**config.mk**
```make
export PLATFORM = sky130hd
export DESIGN_NAME = reset_sequencer
export DESIGN_NICKNAME = d
export VERILOG_FILES = /design/src/rtl/reset_sequencer.sv
export SDC_FILE = /design/constraint.sdc
export NUM_CORES = 1
export LEC_CHECK = 0
export CAP_MARGIN = 20
export CORE_ASPECT_RATIO = 1.4
export CORE_MARGIN = 2
export CORE_UTILIZATION = 60
export CTS_CLUSTER_DIAMETER = 80
export DETAILED_ROUTE_END_ITERATION = 10
export PLACE_DENSITY_LB_ADDON = 0.1
export SLEW_MARGIN = 20
export SYNTH_ARGS = -nofsm -noshare
export SYNTH_HDL_FRONTEND = slang
export SYNTH_SLANG_ARGS = --single-unit
```
**constraint.sdc**
```tcl
create_clock -name drp_and_sys_clk -period 3.5 [get_ports drp_and_sys_clk]
set_input_delay 0.7 -clock drp_and_sys_clk [delete_from_list [all_inputs] [get_ports drp_and_sys_clk]]
set_output_delay 0.7 -clock drp_and_sys_clk [all_outputs]
set_load 0.01 [all_outputs]
```
**src/rtl/reset_sequencer.sv**
```systemverilog
// Lock-driven reset sequencer: holds the PLL in reset, waits for stable lock,
// then releases the domain resets one by one, retrying the PLL on lock timeout.
`timescale 1ns/1ps

module reset_sequencer #(
    parameter int NUM_LOCKS      = 2,
    parameter int NUM_RST_OUT    = 4,
    parameter int SYNC_STAGES    = 2,
    parameter int STRETCH_CYCLES = 16,
    parameter int STAGGER_CYCLES = 8,
    parameter int LOCK_TIMEOUT   = 60000,
    parameter int MAX_RETRY      = 3
) (
    input  logic                   drp_and_sys_clk,
    input  logic                   g_reset,
    input  logic [NUM_LOCKS-1:0]   lock_in,
    input  logic                   status_clear,
    output logic                   pll_reset,
    output logic [NUM_RST_OUT-1:0] rst_out,
    output logic                   all_ready,
    output logic                   lock_lost_sticky,
    output logic [3:0]             retry_count,
    output logic                   fault
);

    localparam logic [2:0] S_HOLD      = 3'd0;
    localparam logic [2:0] S_WAIT_LOCK = 3'd1;
    localparam logic [2:0] S_RELEASE   = 3'd2;
    localparam logic [2:0] S_RUN       = 3'd3;
    localparam logic [2:0] S_PLL_RST   = 3'd4;
    localparam logic [2:0] S_FAULT     = 3'd5;

    localparam int CNT_MAX_A = (STRETCH_CYCLES > STAGGER_CYCLES) ? STRETCH_CYCLES : STAGGER_CYCLES;
    localparam int CNT_MAX   = (LOCK_TIMEOUT > CNT_MAX_A) ? LOCK_TIMEOUT : CNT_MAX_A;
    localparam int CNT_W     = (CNT_MAX > 1) ? $clog2(CNT_MAX) : 1;
    localparam int STB_W     = (STRETCH_CYCLES > 1) ? $clog2(STRETCH_CYCLES) : 1;

    localparam logic [CNT_W-1:0] STRETCH_LAST = CNT_W'(STRETCH_CYCLES - 1);
    localparam logic [CNT_W-1:0] STAGGER_LAST = CNT_W'(STAGGER_CYCLES - 1);
    localparam logic [CNT_W-1:0] TIMEOUT_LAST = CNT_W'(LOCK_TIMEOUT - 1);
    localparam logic [STB_W-1:0] STABLE_LAST  = STB_W'(STRETCH_CYCLES - 1);
    localparam logic [3:0]       RETRY_LIMIT  = 4'(MAX_RETRY);

    logic [SYNC_STAGES-1:0][NUM_LOCKS-1:0] sync_q;
    logic                   locked;
    logic [2:0]             state;
    logic [CNT_W-1:0]       cnt;
    logic [STB_W-1:0]       stable_cnt;
    logic [NUM_RST_OUT-1:0] rst_shift;
    logic [3:0]             retry_next;

    // NOTE: synchroniser flops are reset too, so a stale "locked" can never
    // survive g_reset and short-circuit the stable-lock count.
    always_ff @(posedge drp_and_sys_clk or posedge g_reset) begin
        if (g_reset) begin
            sync_q <= '0;
        end else begin
            sync_q <= {sync_q[SYNC_STAGES-2:0], lock_in};
        end
    end

    assign locked     = &sync_q[SYNC_STAGES-1];
    // Clearing from the LSB upward makes out-of-order release impossible.
    assign rst_shift  = rst_out << 1;
    assign retry_next = retry_count + 4'd1;

    // NOTE: all state uses non-blocking assignments; where a register is
    // written twice in one pass, the later assignment is the one that lands.
    always_ff @(posedge drp_and_sys_clk or posedge g_reset) begin
        if (g_reset) begin
            state            <= S_HOLD;
            cnt              <= '0;
            stable_cnt       <= '0;
            pll_reset        <= 1'b1;
            rst_out          <= '1;
            all_ready        <= 1'b0;
            lock_lost_sticky <= 1'b0;
            retry_count      <= 4'd0;
            fault            <= 1'b0;
        end else begin
            if (status_clear) begin
                lock_lost_sticky <= 1'b0;
            end

            if ((state == S_RELEASE || state == S_RUN) && !locked) begin
                // Lock lost: a set here overrides a same-cycle status_clear.
                state            <= S_WAIT_LOCK;
                cnt              <= '0;
                stable_cnt       <= '0;
                rst_out          <= '1;
                all_ready        <= 1'b0;
                lock_lost_sticky <= 1'b1;
            end else begin
                case (state)
                    S_HOLD, S_PLL_RST: begin
                        if (cnt == STRETCH_LAST) begin
                            state      <= S_WAIT_LOCK;
                            pll_reset  <= 1'b0;
                            cnt        <= '0;
                            stable_cnt <= '0;
                        end else begin
                            cnt <= cnt + CNT_W'(1);
                        end
                    end

                    S_WAIT_LOCK: begin
                        if (locked && stable_cnt == STABLE_LAST) begin
                            rst_out    <= rst_shift;
                            cnt        <= '0;
                            stable_cnt <= '0;
                            if (rst_shift == '0) begin
                                state       <= S_RUN;
                                all_ready   <= 1'b1;
                                retry_count <= 4'd0;
                            end else begin
                                state <= S_RELEASE;
                            end
                        end else if (cnt == TIMEOUT_LAST) begin
                            cnt         <= '0;
                            stable_cnt  <= '0;
                            retry_count <= retry_next;
                            if (retry_next == RETRY_LIMIT) begin
                                state <= S_FAULT;
                                fault <= 1'b1;
                            end else begin
                                state     <= S_PLL_RST;
                                pll_reset <= 1'b1;
                            end
                        end else begin
                            cnt        <= cnt + CNT_W'(1);
                            stable_cnt <= locked ? stable_cnt + STB_W'(1) : '0;
                        end
                    end

                    S_RELEASE: begin
                        if (cnt == STAGGER_LAST) begin
                            rst_out <= rst_shift;
                            cnt     <= '0;
                            if (rst_shift == '0) begin
                                state       <= S_RUN;
                                all_ready   <= 1'b1;
                                retry_count <= 4'd0;
                            end
                        end else begin
                            cnt <= cnt + CNT_W'(1);
                        end
                    end

                    S_RUN: begin
                    end

                    S_FAULT: begin
                        fault     <= 1'b1;
                        pll_reset <= 1'b0;
                        rst_out   <= '1;
                        all_ready <= 1'b0;
                    end

                    default: begin
                        state      <= S_HOLD;
                        cnt        <= '0;
                        stable_cnt <= '0;
                        pll_reset  <= 1'b1;
                        rst_out    <= '1;
                        all_ready  <= 1'b0;
                    end
                endcase
            end
        end
    end

endmodule

```
==> Implementation_results.wiki <==
{| class="wikitable"
! Metric !! Value
|-
| Type of element launching the critical path || register
|-
| Number of global-route vias before repair || about 2000
|-
| Total clock sinks || 39
|-
| Maximum number of pins on one net before global-route repair || 23
|-
| Seq/Total Area, Yosys || 0.412
|-
| Number of instances resized during post-cts repair || 0
|-
| Area grow syn2layout || 10.2%
|-
| Number of slew-limit violations in the final report || 0
|-
| Cells along the critical path || ha_1 > or4b_4 > nor4_4 > nor4_2 > buf_4 > o31ai_2 > buf_4 > o211ai_1
|-
| Residual DRC || 0
|-
| Synth Area in Compound Gates || 0.211
|-
| Maximum achievable frequency || 0.362 GHz
|-
| Post-synthesis sequential element count || 39
|-
| Maximum buffer depth of the clock tree || 2
|-
| Buffer count from post-CTS setup fixing || 0
|-
| Area fraction in and, or, nand and nor cells after synthesis || 0.246
|-
| Worst Setup End Kind || register
|-
| Placeable Area || 3880 um2
|-
| Setup repair after global routing missed its margin || false
|-
| Leakage power || 1.09 nW
|-
| Total of endpoints with negative setup slack in the final report || 0
|-
| Post-synthesis mux area share || 0.0299
|-
| # diodes || 0
|-
| Remaining max-slew budget at the tightest pin || 0.489
|-
| Xor/xnor share of the synthesized area || 0.0147
|-
| Routed length per placed instance || about 16 um
|-
| Area of placed instances || between 2000 and 3000 um2
|-
| Master of the slowest instance on the critical path || sky130_fd_sc_hd__or4b_4
|-
| Post-CTS Hold Buffers || 0
|-
| Global placer's final weighted congestion || 0.903
|-
| GRT overflow || 0
|-
| Gate count of the mapped netlist || 263
|-
| Cell area after layout || 2630 um2
|-
| Pre-CTS WS || 0.776 ns
|-
| Async SR Flop Fraction || 1.00
|-
| Most area-consuming cells after synthesis || sky130_fd_sc_hd__dfrtp_1 (36%), sky130_fd_sc_hd__dfstp_2 (5.5%), sky130_fd_sc_hd__nand2_1 (5.3%)
|-
| Setup tns final || 0 ns
|-
| Root buffer selected by CTS || sky130_fd_sc_hd__clkbuf_8
|-
| Starting utilization of the core area || 0.614
|-
| Utilization after layout || 0.677
|-
| Total standard cell area after synthesis || 2390 um2
|-
| Fin Clk Skew || 0.00522 ns
|-
| Number of standard-cell rows in the floorplan || 27
|-
| Nets in the synthesized netlist || 272
|-
| Result of the run || finished clean
|-
| CTS tree || built
|-
| Area share of the largest cell type after synthesis || 0.357
|-
| Post-synth EDFFs || 0
|-
| Measured slew at the worst slew-check pin || about 0.77 ns
|-
| H-Tree Level Count || 2
|-
| Die area || between 4000 and 5000 um2
|-
| Worst Path Max Fanout || 15
|-
| Final cycle utilization of the critical path || 0.790
|-
| Commonest cells after routing, fill and taps aside || sky130_fd_sc_hd__nand2_1 (34), sky130_fd_sc_hd__dfrtp_1 (34), sky130_fd_sc_hd__o21ai_0 (18)
|-
| Initial antenna violation count || 0
|-
| Cell with the most instances on the worst path || sky130_fd_sc_hd__buf_4
|-
| Category of cells accounting for the largest share of critical-path delay || simple AND/OR/NAND/NOR gates
|-
| DRC violation total after the first TritonRoute iteration || 85
|-
| Smallest setup slack after layout || 0.735 ns
|-
| CTS buffer count || 5
|-
| Total via count after detailed routing || approximately 2000
|-
| Top flip-flop cell by instance count after synthesis || sky130_fd_sc_hd__dfrtp_1
|-
| Average footprint of a synthesized cell || 9.07 um2
|-
| Min-delay worst type || reg2reg
|-
| Number of input and output port buffers inserted || 16
|-
| Wire length of the first global-routing pass || a little over 9 mm
|-
| Crit path DAT || ~3 ns
|-
| Required time worst endpoint || 3.66 ns
|-
| Fin crit period || 2.76 ns
|-
| Layout net count || 286
|-
| Number of nets with antenna violations after detailed routing || 0
|-
| Detailed-route wire length || 5.15 mm
|-
| Power density relative to cell area || about 290 nW/um2
|-
| Register clock-pin slew on the reported worst setup and hold paths || 0.07 ns
|-
| Vias per Instance || 6.33
|-
| CP Class || reg2reg
|-
| Number of distinct standard cells referenced by the synthesized netlist || 63
|-
| Insertion delay of the later-clocked pin in the worst-skew pair || about 0.29 ns
|-
| Drt pass-1 iters || 4
|-
| Final Hold Vio Count || 0
|-
| Fill count || 327
|-
| Max Cap Viol || 0
|-
| Fraction of final layout cells sized beyond drive strength 1 || 0.108
|-
| Die X-Extent || 57.3 um
|-
| Worst-case vdd ir drop || roughly 0.31 mV
|-
| Largest family of logic cells by synthesized area || simple AND/OR/NAND/NOR gates
|-
| Count of synthesis-stage warnings from yosys || 0
|-
| Placed wire-length estimate || 3.78 mm
|-
| Post-synthesis adder-cell area fraction || 0.0210
|-
| Leading area contributor after synthesis || sky130_fd_sc_hd__dfrtp_1
|-
| Gr usage total || 0.261
|-
| Largest incremental delay on the critical path || 0.53 ns
|-
| Die span in y || 78.6 um
|-
| Number of buffer and inverter stages on the critical path || 2
|-
| WHS || 0.353 ns
|-
| Num ports || 17
|}
==> worst paths after layout <==
path	startpoint	to	slack (ns)	depth (start not counted)
max	cnt[0]$_DFFE_PP0N_	cnt[5]$_DFFE_PP0N_	0.74	8
min	sync_q[1]$_DFF_PP0_	sync_q[3]$_DFF_PP0_	0.35	0
max reg2reg	cnt[0]$_DFFE_PP0N_	cnt[5]$_DFFE_PP0N_	0.74	8
min reg2reg	sync_q[1]$_DFF_PP0_	sync_q[3]$_DFF_PP0_	0.35	0
max in group asynchronous	g_reset	rst_out[1]$_DFFE_PP1P_	2.10	3
min in group asynchronous	g_reset	all_ready$_DFFE_PP0P_	0.73	2
==> cells in the mapped netlist (2+ instances only) <==
| library cell | count |
|---|---|
| sky130_fd_sc_hd__o22ai_1 | 5 |
| sky130_fd_sc_hd__o21a_1 | 2 |
| sky130_fd_sc_hd__nor4_1 | 4 |
| sky130_fd_sc_hd__a21oi_1 | 8 |
| sky130_fd_sc_hd__dfstp_2 | 5 |
| sky130_fd_sc_hd__a311oi_1 | 3 |
| sky130_fd_sc_hd__and2_1 | 5 |
| sky130_fd_sc_hd__clkbuf_2 | 2 |
| sky130_fd_sc_hd__mux2i_1 | 6 |
| sky130_fd_sc_hd__nor2b_1 | 4 |
| sky130_fd_sc_hd__nand2b_1 | 2 |
| sky130_fd_sc_hd__a21o_1 | 5 |
| sky130_fd_sc_hd__nand4_1 | 9 |
| sky130_fd_sc_hd__o31ai_1 | 2 |
| sky130_fd_sc_hd__dfrtp_1 | 34 |
| sky130_fd_sc_hd__clkbuf_1 | 5 |
| sky130_fd_sc_hd__a31oi_1 | 2 |
| sky130_fd_sc_hd__or3_1 | 2 |
| sky130_fd_sc_hd__o211ai_1 | 8 |
| sky130_fd_sc_hd__and3_1 | 2 |
| sky130_fd_sc_hd__buf_4 | 4 |
| sky130_fd_sc_hd__nand3_1 | 6 |
| sky130_fd_sc_hd__o311ai_0 | 7 |
| sky130_fd_sc_hd__nor2_1 | 17 |
| sky130_fd_sc_hd__ha_1 | 4 |
| sky130_fd_sc_hd__nor3_1 | 5 |
| sky130_fd_sc_hd__nand2_1 | 34 |
| sky130_fd_sc_hd__xnor2_1 | 4 |
| sky130_fd_sc_hd__inv_1 | 16 |
| sky130_fd_sc_hd__o21ai_0 | 18 |
==> metal layers <==
layer | vias up | GRT usage | wire, um
met5 | - | 0 | 0
met4 | 0 | 0.112 | 126
met3 | 12 | 0.0494 | 184
met2 | 57 | 0.463 | 2780
met1 | 978 | 0.300 | 2060
li1 | 986 | - | -
==> stage by stage <==
stage	power (mW)	std cells
after floorplan	0.476	263
after global placement	0.486	313
after detailed placement	0.487	313
after CTS	0.775	321
after global routing	0.796	321
final	0.770	321
==> power by group <==
part,switching [mW],internal (mW),leakage (nW)
Sequential,0.00200,0.454,0.502
Combinational,0.0137,0.00746,0.550
Clock,0.153,0.140,0.0422
Total,0.169,0.601,1.09
==> registers in the layout (all words and copies together) (netlist names) <==
register,count
all_ready,1
fault,1
pll_reset,1
retry_count,4
stable_cnt,4
sync_q,4
lock_lost_sticky,1
rst_out,4
state,3
cnt,16
==> kinds of logic (layout without fill, tap and decap cells) <==
group | Yosys count | count (layout)
adder cells (fa/ha/maj) | 4 | 4
buffers and inverters | 31 | 46
flip-flops | 39 | 39
multiplexers | 7 | 7
AND/OR/NAND/NOR | 106 | 106
XOR/XNOR | 4 | 4
AO/OA/AOI/OAI | 72 | 72
==> layout make-up <==
type	instances	area, um2	area share
Sequential cell	39	982	0.374
Tap cell	43	53.8	0.0205
Timing Repair Buffer	22	205	0.0781
Inverter	16	60.1	0.0228
Multi-Input combinational cell	193	1250	0.474
Clock inverter	1	5.00	0.00190
Clock buffer	7	76.3	0.0290
No activity file was read; power rests on OpenSTA's default activity.
